===== src/rtl/ram_read_streamer.sv =====
// ram_read_streamer: command-driven RAM read engine that returns
// Length words from a 1-cycle-latency RAM as a valid/ready/last stream.
module ram_read_streamer #(
    parameter int AddressWidth       = 32,
    parameter int DataWidth          = 32,
    parameter int InnerIFLengthWidth = 16,
    parameter int RamAddrWidth       = 10,
    parameter logic [RamAddrWidth-1:0] SpareBase = 10'h300,
    parameter int FifoDepth          = 4
) (
    input  logic                          iClock,
    input  logic                          iReset,
    input  logic [5:0]                    iSrcOpcode,
    input  logic [4:0]                    iSrcTargetID,
    input  logic [4:0]                    iSrcSourceID,
    input  logic [AddressWidth-1:0]       iSrcAddress,
    input  logic [InnerIFLengthWidth-1:0] iSrcLength,
    input  logic                          iSrcCmdValid,
    output logic                          oSrcCmdReady,
    output logic [DataWidth-1:0]          oSrcReadData,
    output logic                          oSrcReadValid,
    output logic                          oSrcReadLast,
    input  logic                          iSrcReadReady,
    output logic [RamAddrWidth-1:0]       oRamAddr,
    output logic                          oRamReadEnable,
    input  logic [DataWidth-1:0]          iRamReadData
);

    typedef enum logic [1:0] {
        S_IDLE,
        S_ISSUE,
        S_DRAIN
    } state_t;

    localparam int ByteShift = $clog2(DataWidth / 8);
    localparam logic [2:0] Depth = 3'(FifoDepth);
    localparam logic [5:0] OpPage  = 6'b000001;
    localparam logic [5:0] OpSpare = 6'b000010;

    state_t r_state;
    state_t w_next;

    logic                          w_accept;
    logic                          w_is_page;
    logic                          w_is_spare;
    logic                          w_start;
    logic [AddressWidth-1:0]       w_word_addr;
    logic [RamAddrWidth-1:0]       w_start_addr;

    logic [RamAddrWidth-1:0]       r_addr;
    logic [InnerIFLengthWidth-1:0] r_remaining;
    logic                          w_final_issue;
    logic                          r_inflight;
    logic                          r_inflight_last;
    logic [9:0]                    r_ids;

    logic [DataWidth-1:0]          r_mem [4];
    logic [3:0]                    r_last_bits;
    logic [1:0]                    r_wr_ptr;
    logic [1:0]                    r_rd_ptr;
    logic [2:0]                    r_count;
    logic [2:0]                    w_occ;

    logic                          w_issue;
    logic                          w_push;
    logic                          w_pop;
    logic                          w_valid;
    logic                          w_head_last;
    logic                          w_unused;

    // Command decode and start-address computation at accept.
    assign w_accept     = (r_state == S_IDLE) && iSrcCmdValid;
    assign w_is_page    = (iSrcOpcode == OpPage);
    assign w_is_spare   = (iSrcOpcode == OpSpare);
    assign w_start      = w_accept && (w_is_page || w_is_spare)
                          && (iSrcLength != '0);
    assign w_word_addr  = iSrcAddress >> ByteShift;
    assign w_start_addr = w_word_addr[RamAddrWidth-1:0]
                          + (w_is_spare ? SpareBase : '0);

    // One read in flight at most; credits cover FIFO plus in-flight word.
    assign w_occ         = r_count + {2'b00, r_inflight};
    assign w_issue       = (r_state == S_ISSUE) && (w_occ < Depth);
    assign w_final_issue = w_issue
                           && (r_remaining == InnerIFLengthWidth'(1));

    assign w_push      = r_inflight;
    assign w_valid     = (r_count != 3'd0);
    assign w_head_last = r_last_bits[r_rd_ptr];
    assign w_pop       = w_valid && iSrcReadReady;

    always_comb begin
        w_next = r_state;
        unique case (r_state)
            S_IDLE: begin
                if (w_start) w_next = S_ISSUE;
            end
            S_ISSUE: begin
                if (w_final_issue) w_next = S_DRAIN;
            end
            S_DRAIN: begin
                if (w_pop && w_head_last) w_next = S_IDLE;
            end
            default: w_next = S_IDLE;
        endcase
    end

    always_ff @(posedge iClock) begin
        if (iReset) begin
            r_state         <= S_IDLE;
            r_addr          <= '0;
            r_remaining     <= '0;
            r_inflight      <= 1'b0;
            r_inflight_last <= 1'b0;
            r_ids           <= '0;
        end else begin
            r_state         <= w_next;
            r_inflight      <= w_issue;
            r_inflight_last <= w_final_issue;
            if (w_accept) r_ids <= {iSrcTargetID, iSrcSourceID};
            if (w_start) begin
                r_addr      <= w_start_addr;
                r_remaining <= iSrcLength;
            end else if (w_issue) begin
                r_addr      <= r_addr + RamAddrWidth'(1);
                r_remaining <= r_remaining - InnerIFLengthWidth'(1);
            end
        end
    end

    always_ff @(posedge iClock) begin
        if (iReset) begin
            r_wr_ptr    <= 2'd0;
            r_rd_ptr    <= 2'd0;
            r_count     <= 3'd0;
            r_last_bits <= 4'd0;
        end else begin
            if (w_push) begin
                r_last_bits[r_wr_ptr] <= r_inflight_last;
                r_wr_ptr              <= r_wr_ptr + 2'd1;
            end
            if (w_pop) r_rd_ptr <= r_rd_ptr + 2'd1;
            r_count <= r_count + {2'b00, w_push} - {2'b00, w_pop};
        end
    end

    // Payload storage needs no reset: outputs are gated by occupancy.
    always_ff @(posedge iClock) begin
        if (w_push) r_mem[r_wr_ptr] <= iRamReadData;
    end

    assign oSrcCmdReady   = (r_state == S_IDLE);
    assign oRamReadEnable = w_issue;
    assign oRamAddr       = r_addr;
    assign oSrcReadValid  = w_valid;
    assign oSrcReadData   = w_valid ? r_mem[r_rd_ptr] : '0;
    assign oSrcReadLast   = w_valid && w_head_last;

    assign w_unused = ^{r_ids, w_word_addr[AddressWidth-1:RamAddrWidth]};

endmodule


===== config.mk =====
export PLATFORM = sky130hd
export DESIGN_NAME = ram_read_streamer
export DESIGN_NICKNAME = d
export VERILOG_FILES = /design/src/rtl/ram_read_streamer.sv
export SDC_FILE = /design/constraint.sdc
export NUM_CORES = 1
export LEC_CHECK = 0
export BUFFER_PORTS_ARGS = -buffer_cell sky130_fd_sc_hd__buf_2
export CAP_MARGIN = 30
export CORE_ASPECT_RATIO = 0.8
export CORE_MARGIN = 3
export CORE_UTILIZATION = 55
export DETAILED_ROUTE_END_ITERATION = 6
export HOLD_SLACK_MARGIN = 0.06
export PLACE_DENSITY = 0.8
export SLEW_MARGIN = 20
export SYNTH_ARGS = -nofsm -noshare
export SYNTH_HDL_FRONTEND = slang
export SYNTH_SLANG_ARGS = --single-unit

===== constraint.sdc =====
create_clock -name iClock -period 3 [get_ports iClock]
set_input_delay 0.15 -clock iClock [delete_from_list [all_inputs] [get_ports iClock]]
set_output_delay 0.15 -clock iClock [all_outputs]
set_load 0.05 [all_outputs]

==> run metrics, run 1 <==
status completed; most used flip-flop cell after synthesis edfxtp_1; R2R depth 8; Worst-Margin Slew 965 ps; Area after DPL 0.00783 mm²; Final Hold Fails 0; sequential area share after synthesis 0.665; setup violators final 0; clock slew at reported path FFs 60 ps; clk sink count 171; GP Congestion 0.852; CP max FO 10; minimum clock period 2660 ps; Critical Path Sink Type output pin; Skew-Pair Late Insertion Delay 420 ps; RSZ-0062 raised after global routing no; Synth area leaders edfxtp_1 54%, dfxtp_1 12%, mux4_2 11%; crit-path cells ha_1 > ha_1 > xnor2_2 > nand2_1 > clkinv_1 > buf_2; initial antenna violation count 0; Max stage delay on crit path 400 ps; Critical Path Most Common Cell ha_1; clk buf depth 2; Crit-path slowest cell clkinv_1; clock skew 11.4 ps; Area growth, synth to finish 26.7%; Synth Register Bits 171; Final Instance Area 0.00897 mm²; die area 0.0143 mm²; Max Slew Vio Count 0; number of buffers created by CTS 17; Ports 146; pre-CTS setup slack 425 ps; hold path start iSrcLength[6]; max cap viols 0; critical setup path kind reg -> out; most common library cells after synthesis 128 x edfxtp_1, 43 x dfxtp_1, 38 x and2_1; worst r2r src r_inflight; reg2reg setup slack 510 ps; Async SR Flop Fraction 0; pin count of the biggest net entering global routing 43; P per Cell Area 734 mW/mm²; Cell Rows 36; Max-slew headroom 0.357; first-pass GRT wire length 25000 µm; Iter 0 DRT Violations 414; Post-synth EDFFs 128; H-tree lvl count 4; routed len/inst 18.9 µm; GRT Residual Overflow 0; final worst slack 342 ps; die width 133 µm; Lkg Pwr 3.26 nW; nets 752; Netlist Area Pre-Place 0.00708 mm²; synthesis warning total 0; FILL cells 800; total iterations of the first detailed-routing run 5; CP Launch Type flip-flop; R2R Path End oRamAddr[8]; Distinct cells, synth 47; Buffers on Ports 113; hold crit path type in -> reg; CTS tree built; setup_tns 0 ps; HPWL after DPL 9370 µm; most frequent cell after synthesis edfxtp_1; area leader, netlist edfxtp_1; final WL 15600 µm; vias in the first global route 4906; Yosys top cell area share 0.543; Initial Utilization 0.571; fin crit share 0.886; hold path depth 3; multi-input logic area 0.00226 mm²; GR Util All Layers 0.228; crit path DAT 2510 ps; FF/Latch Area 0.00471 mm²; worst vdd ir 0.000462 V; layout cells sized above 1 0.306; post-CTS setup buffers 0; Max Clk Rate 0.376 GHz; # DRC 0; routed vias/inst 5.69; post-synthesis instance total 472; antenna viol nets, final 0; DR vias 4693; hold_ws 84.0 ps; core box area 0.0124 mm²; WHS Endpoint r_remaining[6]; Die Y 107 µm; Mean Syn Cell Area 15.0 µm²; syn_nets 584; clk root buf clkbuf_16; worst endpoint required time 2850 ps
-- cells by family (layout without fill, tap and decap cells) --
logic type	after synthesis	after routing	share of synthesized area
mux	35	35	0.108
fa+ha+maj	12	12	0.0212
buf+inv	32	213	0.0180
simple gates	148	148	0.116
flops	171	171	0.665
compound gates	59	59	0.0536
other cells	0	1	0
xor+xnor	15	15	0.0186
-- cells in the final DEF (no fill, tap or decap), types with 4 or more instances in the layout --
cell type      synthesis  layout
edfxtp_1             128     128
buf_2                  5     113
dlygate4sd3_1          0      53
dfxtp_1               43      41
and2_1                38      34
nor2_1                33      33
mux4_2                33      33
a21oi_1               27      27
nand2_1               17      17
clkbuf_16              0      17
ha_1                  12      12
nand3_1               10      10
nor4_1                 9       9
xor2_1                 8       8
nor3_1                 8       8
inv_1                  7       7
o21ai_0                6       6
a211oi_1               6       6
xnor2_1                7       6
buf_4                  0       6
nand4_1                5       5
nand2b_1               5       5
or3_1                  4       4
and2_2                 0       4
a2bb2oi_1              4       4
a31oi_1                4       4
clkinvlp_4             0       4
inv_6                  0       4
-- how the worst max path moves through the flow --
stage	depth (start not counted)	slack, ps	startpoint	endpoint
final	6	340	r_inflight	oRamReadEnable
after floorplan	8	600	r_inflight	oRamAddr[8]
after CTS	6	190	r_inflight	oRamReadEnable
after detailed placement	7	430	r_inflight	oRamAddr[5]
after global routing	6	150	r_inflight	oRamReadEnable
after global placement	8	570	r_inflight	oRamAddr[8]
-- through the flow --
step / util / total power [mW] / std cells
after floorplan: - / 3.94 / 472
after global placement: 0.632 / 4.34 / 739
after detailed placement: 0.632 / 4.36 / 739
after CTS: 0.723 / 6.61 / 824
after global routing: 0.724 / 6.82 / 824
final: 0.724 / 6.59 / 825
-- worst max-delay path: cells and delay by family, from the launching register on --
| family | cells | cell delay [ps] |
|---|---|---|
| XOR/XNOR | 1 | 200 |
| adder cells (fa/ha/maj) | 2 | 470 |
| buffers and inverters | 2 | 740 |
| flip-flops | 1 | 370 |
| AND/OR/NAND/NOR | 1 | 310 |
-- flip-flops by register name, summed over array words and instances, names as in the netlist, named ones only --
| register | count |
|---|---|
| r_remaining | 16 |
| r_mem | 128 |
| r_state | 2 |
| r_inflight | 1 |
| r_rd_ptr | 2 |
| oRamAddr | 10 |
| r_inflight_last | 1 |
| r_count | 3 |
| r_wr_ptr | 2 |
| r_last_bits | 4 |
-- power breakdown --
group | internal, mW | switching, mW | leakage, nW | total (mW)
clock | 1.32 | 0.902 | 0.281 | 2.22
combinational | 0.556 | 1.19 | 1.48 | 1.74
sequential | 2.57 | 0.0516 | 1.50 | 2.62
total | 4.45 | 2.14 | 3.26 | 6.59
-- per-layer routing --
metal | GRT usage | vias up | routed length, µm
li1 | - | 2167 | -
met1 | 0.299 | 2317 | 6510
met2 | 0.377 | 180 | 7980
met3 | 0.0481 | 29 | 840
met4 | 0.0890 | 0 | 279
met5 | 0 | - | 0
-- layout make-up --
cell class	instances	area share
tap	171	0.0238
inverter	8	0.00335
sequential	171	0.525
timing repair buffer	173	0.129
multi-input combinational	269	0.252
antenna	1	0.000279
clock inverter	13	0.0184
clock buffer	19	0.0483
-- repair_timing --
action | CTS | global route
setup endpoints to repair | 0 | 1
endpoints found under the hold margin | 149 | 0
hold buffers | 53 | 0
gates resized for setup | 0 | 1
Power figures use the tool's default switching activity.
==> run 2, diff against run 1 <==
Settings changed: PLACE_DENSITY 0.8 to default, PLACE_DENSITY_LB_ADDON from default to 0.3, REMOVE_ABC_BUFFERS from default to 1.
==> run metrics, run 2 (synthesized netlist as in run 1, its figures left out) <==
Cell Rows 36 (unchanged); total iterations of the first detailed-routing run 4 (was 5); minimum clock period 2720 ps (was 2660 ps); number of buffers created by CTS 17 (unchanged); leading cell type in the layout, fill and taps excluded edfxtp_1 (unchanged); max cap viols 0 (unchanged); ANT cells 0 (was 1); hold_ws 80.1 ps (was 84.0 ps); pre-CTS setup slack 446 ps (was 425 ps); Lkg Pwr 3.28 nW (was 3.26 nW); GP Congestion 0.882 (was 0.852); final WL 15200 µm (was 15600 µm); Skew-Pair Late Insertion Delay 420 ps (about the same); RSZ-0062 raised after global routing no (unchanged); Max Slew Vio Count 0 (unchanged); die area 0.0143 mm² (unchanged); Buffers on Ports 113 (unchanged); number of flip-flops in the largest register 128 (unchanged); Pwr Total 6.70 mW (was 6.59 mW); CP Launch Type flip-flop (unchanged); DR vias 4658 (was 4693); Critical Path Sink Type output pin (unchanged); fin crit share 0.907 (was 0.886); layout cells sized above 1 0.305 (was 0.306); clock skew 7.71 ps (was 11.4 ps); setup violators final 0 (unchanged); most frequent cells in the layout 128 x edfxtp_1, 113 x buf_2, 53 x dlygate4sd3_1, 41 x dfxtp_1, 34 x and2_1 (unchanged); H-tree lvl count 4 (unchanged); antenna viol nets, final 0 (unchanged); clk buf depth 2 (unchanged); R2R depth 7 (was 8); Max Clk Rate 0.367 GHz (was 0.376 GHz); crit path DAT 2570 ps (was 2510 ps); Ports 146 (unchanged); Max-slew headroom 0.377 (was 0.357); GR Util All Layers 0.225 (was 0.228); nets 751 (was 752); WHS Endpoint r_remaining[15] (was r_remaining[6]); initial antenna violation count 0 (unchanged); die width 133 µm (unchanged); clock slew at reported path FFs 60 ps (about the same); # DRC 0 (unchanged); routed len/inst 18.5 µm (was 18.9 µm); HPWL after DPL 9110 µm (was 9370 µm); clk sink count 171 (unchanged); CP max FO 10 (unchanged); hold path start iSrcLength[15] (was iSrcLength[6]); Biggest register r_mem (unchanged); reg2reg setup slack 410 ps (was 510 ps); GRT Residual Overflow 0 (unchanged); vias in the first global route 4814 (was 4906); CTS tree built (unchanged); worst vdd ir 0.000764 V (was 0.000462 V); Die Y 107 µm (unchanged); core box area 0.0124 mm² (unchanged); Area growth, synth to finish 27.2% (was 26.7%); worst r2r src r_inflight (unchanged); Worst-Margin Slew 934 ps (was 965 ps); clk root buf clkbuf_16 (unchanged); setup_tns 0 ps (unchanged); P per Cell Area 744 mW/mm² (was 734 mW/mm²); R2R Path End r_remaining[6] (was oRamAddr[8]); status completed (unchanged); hold path depth 3 (unchanged); pin count of the biggest net entering global routing 43 (unchanged); critical setup path kind reg -> out (unchanged); Iter 0 DRT Violations 426 (was 414); routed vias/inst 5.66 (was 5.69); hold crit path type in -> reg (unchanged); post-CTS setup buffers 0 (unchanged); worst endpoint required time 2850 ps (about the same); Final Hold Fails 0 (unchanged); first-pass GRT wire length 24800 µm (was 25000 µm); final worst slack 278 ps (was 342 ps); Initial Utilization 0.571 (unchanged)
[run 2: cell count changes in the layout (fill, tap and decap cells not counted)]
cell        before  now
clkinv_4         0    1
bufinv_16        3    5
xnor2_1          6    7
clkinv_1         1    3
clkinvlp_4       4    1
diode_2          1    0
clkbuf_1         2    0
nand2_1         17   16
nand2_2          0    1
buf_4            6    5
xnor2_2          1    0
[run 2: routing by layer]
metal  part of all wire  vias up  global-route usage
li1                   -     2159                   -
met1               0.41     2300               0.286
met4              0.022        0              0.0875
met2               0.52      169               0.383
met3              0.047       30              0.0509
met5                  0        -                   0
[run 2: worst max-delay path, stage by stage (launching register included)]
cell and delay (ps):
dfxtp_1 380, ha_1 230, ha_1 220, xnor2_1 420, nand2_2 270, clkinv_1 300
buf_2 330
[run 2: final cells by class]
class                   count  area [µm²]
clock buffers              17         425
fillers                   791        3380
well taps                 171         214
repair buffers            172        1150
multi-input cells         269        2250
flip-flops and latches    171        4710
inverters                   8        30.0
clock inverters            15         219
[run 2: per-stage QoR]
| step | cells | cell area (µm²) | utilization |
|---|---|---|---|
| 2_1_floorplan | 448 | 6980 | - |
| 3_3_place_gp | 738 | 7830 | 0.632 |
| 3_5_place_dp | 738 | 7830 | 0.632 |
| 4_1_cts | 823 | 9000 | 0.727 |
| 5_1_grt | 823 | 9000 | 0.727 |
| 6_report | 823 | 9000 | 0.727 |
[run 2: how the worst max path moves through the flow]
| stage | from | to | slack (ps) | cells after the start |
|---|---|---|---|---|
| final | r_inflight | oRamReadEnable | 280 | 6 |
| after global routing | r_inflight | oRamReadEnable | 80 | 6 |
| after CTS | r_inflight | oRamReadEnable | 200 | 6 |
| after detailed placement | r_inflight | oRamAddr[8] | 450 | 8 |
| after global placement | r_inflight | oRamAddr[8] | 560 | 8 |
| after floorplan | r_inflight | oRamAddr[8] | 380 | 8 |
[run 2: what timing repair did]
action,CTS,global route
resized for setup,0,1
hold buffers,53,0
setup endpoints to repair,0,1
endpoints found under the hold margin,149,0
[run 2: report_power, final]
group,switching (mW),internal [mW],leakage (nW)
sequential,0.0678,2.57,1.50
combinational,1.15,0.548,1.47
clock,0.876,1.48,0.314
total,2.10,4.60,3.28
==> run 3, diff against run 2 <==
Settings changed: CORE_MARGIN 3 to default.
==> run metrics, run 3 (synthesized netlist as in run 1, its figures left out) <==
GRT Residual Overflow 0 (unchanged); worst vdd ir 0.000493 V (was 0.000764 V); Ports 146 (unchanged); Max-slew headroom 0.392 (was 0.377); final core occ 0.724 (was 0.727); Critical Path Most Common Cell ha_1 (unchanged); number of buffers created by CTS 17 (unchanged); final WL 15100 µm (was 15200 µm); Worst-Margin Slew 912 ps (was 934 ps); hold_ws 72.2 ps (was 80.1 ps); core box area 0.0123 mm² (was 0.0124 mm²); Critical Path Sink Type output pin (unchanged); routed vias/inst 5.69 (was 5.66); setup_tns 0 ps (unchanged); max cap viols 0 (unchanged); Lkg Pwr 3.24 nW (was 3.28 nW); leading cell type in the layout, fill and taps excluded edfxtp_1 (unchanged); Max Clk Rate 0.368 GHz (was 0.367 GHz); total iterations of the first detailed-routing run 5 (was 4); hold path depth 3 (unchanged); Die Y 103 µm (was 107 µm); die width 129 µm (was 133 µm); status completed (unchanged); Initial Utilization 0.573 (was 0.571); minimum clock period 2720 ps (about the same); final worst slack 284 ps (was 278 ps); GP Congestion 0.857 (was 0.882); DP Cell Count 739 (was 738); P per Cell Area 728 mW/mm² (was 744 mW/mm²); CP Launch Type flip-flop (unchanged); die area 0.0133 mm² (was 0.0143 mm²); number of flip-flops in the largest register 128 (unchanged); Met2 Routed Length 7410 µm (was 7930 µm); vias in the first global route 4756 (was 4814); Area growth, synth to finish 26.3% (was 27.2%); setup violators final 0 (unchanged); H-tree lvl count 4 (unchanged); R2R depth 7 (unchanged); Buffers on Ports 113 (unchanged); clk sink count 171 (unchanged); clk root buf clkbuf_16 (unchanged); GR Util All Layers 0.239 (was 0.225); Skew-Pair Late Insertion Delay 420 ps (about the same); antenna viol nets, final 0 (unchanged); clk buf depth 2 (unchanged); wire length on met1 6320 µm (was 6260 µm); Final Hold Fails 0 (unchanged); critical setup path kind reg -> out (unchanged); CTS tree built (unchanged); # DRC 0 (unchanged); clock slew at reported path FFs 60 ps (about the same); met3 wire length 800 µm (was 720 µm); ANT cells 0 (unchanged); crit path DAT 2570 ps (about the same); crit-path cells ha_1 > ha_1 > xnor2_1 > nand2_1 > buf_4 > clkinv_1 > buf_2 (was ha_1 > ha_1 > xnor2_1 > nand2_2 > clkinv_1 > buf_2); CP max FO 10 (unchanged); pin count of the biggest net entering global routing 43 (unchanged); HPWL after DPL 8890 µm (was 9110 µm); pre-CTS setup slack 442 ps (was 446 ps); Crit-path slowest cell xnor2_1 (unchanged); DR vias 4685 (was 4658); Biggest register r_mem (unchanged); initial antenna violation count 0 (unchanged); first-pass GRT wire length 23400 µm (was 24800 µm); max layer used met4 (unchanged); layout cells sized above 1 0.299 (was 0.305); clock skew 7.96 ps (was 7.71 ps); Max stage delay on crit path 460 ps (was 420 ps); routed len/inst 18.4 µm (was 18.5 µm); Max Slew Vio Count 0 (unchanged); Iter 0 DRT Violations 434 (was 426); most frequent cells in the layout 128 x edfxtp_1, 113 x buf_2, 52 x dlygate4sd3_1, 41 x dfxtp_1, 34 x and2_1 (was 128 x edfxtp_1, 113 x buf_2, 53 x dlygate4sd3_1, 41 x dfxtp_1, 34 x and2_1); fin crit share 0.905 (was 0.907); Cell Rows 36 (unchanged); Final Instance Count excl. Fillers 823 (unchanged); worst endpoint required time 2850 ps (about the same); hold crit path type in -> reg (unchanged); nets 751 (unchanged); RSZ-0062 raised after global routing no (unchanged)
-- run 3: layout make-up --
class                           count  area (µm²)
Multi-Input combinational cell    269        2250
Inverter                            8        30.0
Fill cell                         812        3410
Clock buffer                       19         433
Clock inverter                     13         150
Timing Repair Buffer              172        1150
Sequential cell                   171        4710
Tap cell                          171         214
-- run 3: per-layer routing --
layer	vias to the layer above	global-route usage
met4	0	0.138
met1	2272	0.289
met3	61	0.0638
met5	-	0
met2	197	0.395
li1	2155	-
-- run 3: power breakdown --
group	leakage [nW]	switching, mW	internal [mW]	total (mW)
registers	1.50	0.0413	2.57	2.62
clock network	0.274	0.867	1.30	2.17
logic	1.47	1.18	0.548	1.73
total	3.24	2.09	4.42	6.51
-- run 3: critical path, delay by kind of cell, from the launching register on --
family / cells / cell delay, ps
buffers and inverters: 3 / 720
xor gates and xnor gates: 1 / 460
DFF: 1 / 370
adders and majority gates: 2 / 440
and+or+nand+nor: 1 / 150
-- run 3: timing repair --
item / CTS / global route
setup buffers: 0 / 0
gates resized for setup: 0 / 0
hold buffers: 52 / 0
endpoints found under the hold margin: 148 / 0
-- run 3: path summary, 6_finish.rpt --
check | start | end | slack, ps
worst max register to register | r_inflight | r_remaining[5] | 370
worst min register to register | r_last_bits[0] | r_last_bits[0] | 480
worst min-delay path | iSrcLength[15] | r_remaining[15] | 70
worst max-delay path | r_inflight | oRamReadEnable | 280
-- run 3: per-stage QoR --
step / total power [mW] / cell area [µm²]
floorplan: 3.90 / 6980
finish: 6.51 / 8940
detailed placement: 4.34 / 7830
global placement: 4.33 / 7830
CTS: 6.55 / 8940
global route: 6.76 / 8940
